## config.mk

```make
export PLATFORM = sky130hd
export DESIGN_NAME = fetch_decode_unit_flat
export DESIGN_NICKNAME = d
export VERILOG_FILES = /design/src/rtl/fetch_decode_unit_if.sv /design/src/rtl/fetch_decode_unit.sv /design/src/flat_wrapper.sv
export SDC_FILE = /design/constraint.sdc
export NUM_CORES = 1
export LEC_CHECK = 0
export ABC_AREA = 1
export CORE_ASPECT_RATIO = 0.5
export CORE_MARGIN = 2
export CORE_UTILIZATION = 48
export CTS_BUF_LIST = sky130_fd_sc_hd__clkbuf_8
export DETAILED_ROUTE_END_ITERATION = 12
export GPL_ROUTABILITY_DRIVEN = 0
export PLACE_DENSITY = 0.66
export SLEW_MARGIN = 10
export SYNTH_ARGS = -nofsm -noshare
export SYNTH_HDL_FRONTEND = slang
export SYNTH_SLANG_ARGS = --single-unit
```

## constraint.sdc

```tcl
create_clock -name clk -period 6.4 [get_ports clk]
set_clock_uncertainty 0.1 [all_clocks]
set_input_delay 0.96 -clock clk [delete_from_list [all_inputs] [get_ports clk]]
set_output_delay 0.96 -clock clk [all_outputs]
set_load 0.02 [all_outputs]
```

## src/rtl/fetch_decode_unit_if.sv

```systemverilog
// Bus bundle between the sequencer, the program loader and the ALU.
// master: sequencer side (drives opcode/a/b); slave: loader + ALU side.
interface fetch_decode_unit_if #(
    parameter int PC_W = 4
);
    logic            prog_we;
    logic [PC_W-1:0] prog_addr;
    logic [15:0]     prog_data;
    logic [7:0]      alu_result;
    logic            alu_carry;
    logic [2:0]      opcode;
    logic [7:0]      a;
    logic [7:0]      b;

    modport master (
        input  prog_we, prog_addr, prog_data,
        input  alu_result, alu_carry,
        output opcode, a, b
    );

    modport slave (
        output prog_we, prog_addr, prog_data,
        output alu_result, alu_carry,
        input  opcode, a, b
    );
endinterface

```

## src/rtl/fetch_decode_unit.sv

```systemverilog
// Fetch/decode sequencer: program memory, pc, 4x8 register file, flags.
// Ports: clk, rst (async high), start, bus (prog load + ALU), pc, busy,
// halted, zero_flag, carry_flag, dbg_sel/dbg_data register peek.
module fetch_decode_unit #(
    parameter int PC_W = 4
) (
    input  logic                clk,
    input  logic                rst,
    input  logic                start,
    fetch_decode_unit_if.master bus,
    output logic [PC_W-1:0]     pc,
    output logic                busy,
    output logic                halted,
    output logic                zero_flag,
    output logic                carry_flag,
    input  logic [1:0]          dbg_sel,
    output logic [7:0]          dbg_data
);
    localparam int DEPTH = 2 ** PC_W;

    typedef enum logic [2:0] {
        S_IDLE,
        S_FETCH,
        S_DECODE,
        S_EXEC,
        S_WB,
        S_HALTED
    } state_t;

    state_t      state;
    logic [15:0] mem [DEPTH];
    logic [15:0] ir;
    logic [7:0]  regs [4];

    logic [1:0]      cls;
    logic [2:0]      op;
    logic [1:0]      rd;
    logic [1:0]      rs1;
    logic [1:0]      rs2;
    logic [7:0]      imm;
    logic [PC_W-1:0] target;
    logic            mem_we;

    assign cls    = ir[15:14];
    assign op     = ir[13:11];
    assign rd     = ir[10:9];
    assign rs1    = ir[8:7];
    assign rs2    = ir[6:5];
    assign imm    = ir[7:0];
    assign target = ir[PC_W-1:0];

    assign busy   = (state == S_FETCH) || (state == S_DECODE) ||
                    (state == S_EXEC)  || (state == S_WB);
    assign halted = (state == S_HALTED);

    assign dbg_data = regs[dbg_sel];

    // Loading is only possible while the core is parked.
    assign mem_we = bus.prog_we && !busy;

    // Program memory survives reset, so it has no reset branch.
    always_ff @(posedge clk) begin
        if (mem_we) begin
            mem[bus.prog_addr] <= bus.prog_data;
        end
    end

    always_ff @(posedge clk or posedge rst) begin
        if (rst) begin
            state      <= S_IDLE;
            pc         <= '0;
            ir         <= '0;
            bus.opcode <= '0;
            bus.a      <= '0;
            bus.b      <= '0;
            zero_flag  <= 1'b0;
            carry_flag <= 1'b0;
            for (int i = 0; i < 4; i++) begin
                regs[i] <= '0;
            end
        end else begin
            unique case (state)
                S_IDLE, S_HALTED: begin
                    if (start) begin
                        pc    <= '0;
                        state <= S_FETCH;
                    end
                end
                S_FETCH: begin
                    ir    <= mem[pc];
                    state <= S_DECODE;
                end
                S_DECODE: begin
                    unique case (cls)
                        2'b00: begin
                            // Operands latched here so rd may alias rs1/rs2.
                            bus.opcode <= op;
                            bus.a      <= regs[rs1];
                            bus.b      <= regs[rs2];
                            state      <= S_EXEC;
                        end
                        2'b01: begin
                            state <= S_WB;
                        end
                        2'b10: begin
                            pc    <= zero_flag ? target : pc + 1'b1;
                            state <= S_FETCH;
                        end
                        default: begin
                            state <= S_HALTED;
                        end
                    endcase
                end
                S_EXEC: begin
                    state <= S_WB;
                end
                S_WB: begin
                    if (cls == 2'b00) begin
                        regs[rd]   <= bus.alu_result;
                        zero_flag  <= (bus.alu_result == 8'h00);
                        carry_flag <= bus.alu_carry;
                    end else begin
                        regs[rd] <= imm;
                    end
                    pc    <= pc + 1'b1;
                    state <= S_FETCH;
                end
                default: begin
                    state <= S_IDLE;
                end
            endcase
        end
    end
endmodule

```

## src/flat_wrapper.sv

```systemverilog
// flat-port wrapper written by rule: the top's interface ports become plain ports
module fetch_decode_unit_flat 
#(
    parameter int PC_W = 4
)
  (clk, rst, start, pc, busy, halted, zero_flag, carry_flag, dbg_sel, dbg_data, bus_prog_we, bus_prog_addr, bus_prog_data, bus_alu_result, bus_alu_carry, bus_opcode, bus_a, bus_b);
  fetch_decode_unit_if #(.PC_W(PC_W)) bus_i ();
  input  logic clk;
  input  logic rst;
  input  logic start;
  output logic [PC_W-1:0] pc;
  output logic busy;
  output logic halted;
  output logic zero_flag;
  output logic carry_flag;
  input  logic [1:0] dbg_sel;
  output logic [7:0] dbg_data;
  input wire logic [$bits(bus_i.prog_we)-1:0] bus_prog_we;
  input wire logic [$bits(bus_i.prog_addr)-1:0] bus_prog_addr;
  input wire logic [$bits(bus_i.prog_data)-1:0] bus_prog_data;
  input wire logic [$bits(bus_i.alu_result)-1:0] bus_alu_result;
  input wire logic [$bits(bus_i.alu_carry)-1:0] bus_alu_carry;
  output wire logic [$bits(bus_i.opcode)-1:0] bus_opcode;
  output wire logic [$bits(bus_i.a)-1:0] bus_a;
  output wire logic [$bits(bus_i.b)-1:0] bus_b;
  assign bus_i.prog_we = bus_prog_we;
  assign bus_i.prog_addr = bus_prog_addr;
  assign bus_i.prog_data = bus_prog_data;
  assign bus_i.alu_result = bus_alu_result;
  assign bus_i.alu_carry = bus_alu_carry;
  assign bus_opcode = bus_i.opcode;
  assign bus_a = bus_i.a;
  assign bus_b = bus_i.b;
  fetch_decode_unit #(.PC_W(PC_W)) u_core (.clk(clk), .rst(rst), .start(start), .bus(bus_i), .pc(pc), .busy(busy), .halted(halted), .zero_flag(zero_flag), .carry_flag(carry_flag), .dbg_sel(dbg_sel), .dbg_data(dbg_data));
endmodule
```

Yosys cells after proc, flatten, opt, wreduce, memory -nomap -nowiden
Memory sizes are Yosys's and may differ from the RTL's. A register that Yosys moved wholly into a read port is not among the register bits.
Index checks and enable logic that the tools add are counted.
{ "op_classes": {"n_lt_le_gt_ge": 5, "eq_ne": 9, "addsub": 1, "mux": 23, "shift": 0, "reduce_logical": 14, "n_bitwise": 4, "multipliers": 0, "n_div": 0} }
{ "op_table": {"columns": ["operator", "n"], "rows": [
  ["bitwise mux 32 bit", 2],
  ["two-way mux 8 bit", 7],
  ["binary-select mux 8 bit (select 2 bit)", 3],
  ["two-way mux 32 bit", 1],
  ["demux 8 bit (select 2 bit)", 1],
  ["one-hot mux 3 bit (5 select lines)", 1],
  ["greater-or-equal comparator 3 bit (second input constant)", 4],
  ["two-way mux 4 bit", 3],
  ["inverter 2 -> 3 bit", 4],
  ["one-hot mux 4 bit (3 select lines)", 1],
  ["one-hot mux 3 bit (3 select lines)", 1],
  ["logical NOT 8 bit", 1],
  ["equality test 3 x 2 -> 1 bit (second input constant)", 2],
  ["equality test 3 bit (second input constant)", 2],
  ["adder 4 x 1 -> 4 bit (second input constant)", 1],
  ["inequality test 2 bit (second input constant)", 2],
  ["AND reduction 2 bit", 2],
  ["equality test 3 x 1 -> 1 bit (second input constant)", 1],
  ["logical NOT 3 bit", 1],
  ["logical OR 1 bit", 3],
  ["< comparator 3 x 1 -> 1 bit (second input constant)", 1],
  ["two-way mux 3 bit", 1],
  ["AND reduction 3 bit", 1],
  ["nonzero test 3 bit", 1],
  ["other kinds (7)", 9]
]} }
{ "totals": {"mem_bits_ro": 0, "latchBits": 0, "output_inout_bits": 35, "in_bits": 35, "ram_bits": 256, "regBits": 60, "mem_count": 1} }
{ "memory_table": {"columns": ["name", "depth", "width", "rd", "rd_clocked_by_memory_dff", "wr", "line_no", "source"], "rows": [
  ["u_core.mem", 16, 16, 1, 1, 1, "fetch_decode_unit.sv:31", "logic [15:0] mem [DEPTH];"]
]} }

Logic depth before layout (Yosys ltp)
{ "depth": {"depth_word": 8, "ltp_mapped": 11, "mapped_depth_nobuf": 9} }

Worst setup path before layout
OpenSTA, ideal clock, no wires.
{ "synth_path": {"path_kind": "input -> output", "start": "input dbg_sel[0]", "end": "output dbg_data[1]", "required_time_ns": 5.340, "t_arrival_ns": 1.951, "stages": 6, "setup_slack_ns": 3.389, "cell_sequence": "buf_2 > inv_1 > clkbuf_1 > o21ai_0 > a21oi_1 > a21oi_1"} }
{ "synth_between": {"elab_chain_len": 4} }
{ "synth_lines": {"columns": ["item", "line_no", "source"], "rows": [
  ["from (decl)", "flat_wrapper.sv:16", "input logic [1:0] dbg_sel;"],
  ["inverter 2 -> 3 bit (implied by the code)", "fetch_decode_unit.sv:56", "assign dbg_data = regs[dbg_sel];"],
  ["binary-select mux 8 bit (select 2 bit)", "fetch_decode_unit.sv:56", null],
  ["two-way mux 8 bit (implied by the code) (2 in series)", "fetch_decode_unit.sv:56", null],
  ["to (decl)", "flat_wrapper.sv:17", "output logic [7:0] dbg_data;"]
]} }
Every way passes these cells. The select of a mux whose other input is x is not followed.

Worst setup path after layout
Ends and elaborated chain as after synthesis.

==> results.sh <==
export IMPL_status="finished clean"
export IMPL_p_total_mw=6.64
export IMPL_post_cts_setup_buffers=0
export IMPL_cp_slowest_stage_delay_ps=680
export IMPL_grt_max_degree=85
export IMPL_clock_latency_ps=590
export IMPL_final_cell_mix="522 x nand2_1, 256 x edfxtp_1, 254 x inv_1"
export IMPL_numPortBuffers=69
export IMPL_wl_mm=37.5
export IMPL_core_area_um2=30600
export IMPL_first_pass_iters=7
export IMPL_power_density_nw_per_um2=394
export IMPL_die_h_um=129
export IMPL_finalNonFillerCells=2076
export IMPL_hold_ws_ps=381
export IMPL_post_cts_resized=0
export IMPL_multi_input_area_um2=4150
export IMPL_grt_overflow=0
export IMPL_drtAntennaViolNets=0
export IMPL_setup_tns_ps=0
export IMPL_min_path_type="flip-flop to flip-flop"
export IMPL_grt_pass1_vias=10300
export IMPL_numClockSinks=332
export IMPL_period_minus_slack_ps=4270
export IMPL_syn_avg_cell_area_um2=9.56
export IMPL_h_tree_depth=2
export IMPL_fin_nets=1657
export IMPL_clockRootBuffer="clkbuf_8"
export IMPL_place_inst=1993
export IMPL_r2r_slack_ps=2910
export IMPL_drive_gt1_share_pct=7.50
export IMPL_slew_violations=0
export IMPL_crit_slowest_cell="clkdlybuf4s50_1"
export IMPL_yosys_warnings=0
export IMPL_path_cells="clkdlybuf4s50_1, inv_1, o21ai_0, a21oi_1, a21oi_1, clkdlybuf4s50_1"
export IMPL_drv_cap=0
export IMPL_post_route_period_util_pct=66.7
export IMPL_finalSetupViolCount=0
export IMPL_ys_types=29
export IMPL_cp_num_buf_inv=3
export IMPL_worst_ir_drop_vdd_mv=0.162
export IMPL_layout_commonest_cell="nand2_1"
export IMPL_area_growth_pct=12.2
export IMPL_ys_seq_elements=332
export IMPL_cp_top_family="buffers and inverters"
export IMPL_fmax_mhz=234
export IMPL_n_fill_cell=2680
export IMPL_regArea_um2=9590
export IMPL_worst_slew_pin_slew_ps=1050
export IMPL_worstReg2RegEnd="u_core.ir[15]$_DFFE_PP0N_"
export IMPL_p_leak_nw=7.29
export IMPL_relSlewSlack_pct=30.1
export IMPL_dp_hpwl_mm=22.9
export IMPL_route_detailed_drc=0
export IMPL_ff2ff_path_depth=9
export IMPL_io_pins=70
export IMPL_grt_pass1_wl_mm=58.0
export IMPL_grt_use_total_pct=23.4
export IMPL_dieWidth_um=254
export IMPL_crit_start="dbg_sel[0]"
export IMPL_hold_viol=0
export IMPL_cts_buffer_depth=3
export IMPL_wl_per_cell_um=18.0
export IMPL_critPathCapture="dbg_data[1]"
export IMPL_cp_arrival_ps=3210
export IMPL_design_die_area_um2=32800
export IMPL_critPathKind="input pin to output port"
export IMPL_cp_depth=6
export IMPL_antenna_found_initial=0
export IMPL_synthCells=1572
export IMPL_num_antenna_cells=0
export IMPL_final_util_pct=55.1
export IMPL_cp_required_ps=5340
export IMPL_cts_buffers=49
export IMPL_cts_tree="built"
export IMPL_drtIter0Drc=1141
export IMPL_synthesis_nets=1608
export IMPL_num_vias=10900
export IMPL_start_util_pct=49.1
export IMPL_viasPerCell=5.24
export IMPL_path_max_fanout=24
export IMPL_num_rows=45
export IMPL_end_kind="output port"
export IMPL_clk_pin_slew_ps=60
export IMPL_timing_rr_start="u_core.pc[0]$_DFFE_PP0P_"
export IMPL_cts_hold_buf=0
export IMPL_rsz0062_at_grt="no"
export IMPL_yosysSeqAreaShare_pct=63.8
export IMPL_syn_area_um2=15000
export IMPL_worst_setup_path_start_kind="input pin"
power by group:
| part | switching, mW | internal (mW) | leakage (nW) | total, mW |
|---|---|---|---|---|
| sequential | 0.314 | 2.59 | 3.20 | 2.91 |
| combinational | 1.39 | 0.694 | 3.59 | 2.09 |
| clock | 0.806 | 0.841 | 0.491 | 1.65 |
flip-flops by register name, indices dropped and copies added, names as in the netlist:
| name | flops |
|---|---|
| u_core.mem | 256 |
| u_core.regs | 32 |
| u_core.ir | 16 |
| u_core.bus.a | 8 |
| u_core.bus.b | 8 |
| u_core.pc | 4 |
| u_core.bus.opcode | 3 |
| u_core.state | 3 |
| u_core.carry_flag | 1 |
| u_core.zero_flag | 1 |
layer usage:
metal / global-route usage (%) / routed length, um / vias to the layer above
met3: 5.91 / 3540 / 77
met4: 7.20 / 965 / 0
met1: 32.5 / 16400 / 5182
met2: 36.5 / 16600 / 439
li1: - / - / 5174
met5: 0 / 0 / -
layout make-up:
class,count,area share [%]
clock inverters,33,1.27
multi-input cells,911,24.6
repair buffers,76,4.41
inverters,251,5.60
flip-flops and latches,332,56.9
clock buffers,50,4.08
well taps,423,3.14
stage by stage:
step	cell area (um2)	setup WS, ps
after detailed placement	16000	2140
final	16900	2130
after floorplan	15000	3390
after global routing	16900	1880
after CTS	16900	2140
after global placement	16000	2210
worst min path at each step:
stage / from / to / cells after the start
floorplan: u_core.ir[0]$_DFFE_PP0N_ / u_core.ir[0]$_DFFE_PP0N_ / 2
global placement: u_core.bus.opcode[2]$_DFFE_PP0P_ / u_core.bus.opcode[2]$_DFFE_PP0P_ / 2
detailed placement: u_core.bus.opcode[2]$_DFFE_PP0P_ / u_core.bus.opcode[2]$_DFFE_PP0P_ / 2
CTS: u_core.ir[0]$_DFFE_PP0N_ / u_core.ir[0]$_DFFE_PP0N_ / 2
global route: u_core.ir[4]$_DFFE_PP0N_ / u_core.ir[4]$_DFFE_PP0N_ / 2
finish: u_core.ir[4]$_DFFE_PP0N_ / u_core.ir[4]$_DFFE_PP0N_ / 2
synth_stat cells (all sizes together):
master / n / area share (%)
a21oi: 41 / 1.4
o21ai: 56 / 1.9
a31oi: 21 / 0.87
nand2: 522 / 13
nor4: 2 / 0.083
edfxtp: 256 / 51
nor2: 44 / 1.2
nor3: 6 / 0.57
nand3: 173 / 5.8
buf: 52 / 1.9
ha: 1 / 0.083
o211ai: 16 / 0.80
dfrtp: 76 / 13
xnor2: 1 / 0.058
mux2: 12 / 0.90
clkinv: 2 / 0.050
clkbuf: 26 / 0.65
or2: 15 / 0.62
a21boi: 1 / 0.050
inv: 249 / 6.2
kinds of logic (layout without fill, tap and decap cells):
logic type | after synthesis | count (layout) | share of synthesized area (%)
flip-flops | 332 | 332 | 63.8
buffers and inverters | 329 | 410 | 8.83
adder cells (fa/ha/maj) | 1 | 1 | 0.0833
XOR/XNOR | 1 | 1 | 0.0583
multiplexers | 12 | 12 | 0.900
AND/OR/NAND/NOR | 762 | 762 | 21.3
AO/OA/AOI/OAI | 135 | 135 | 4.96
tightest hold or removal path: stages, from the launching register on:
cell,delay (ps)
dfrtp_1,340
nand2_1,50
nand2_1,50
Power figures use the tool's default switching activity.
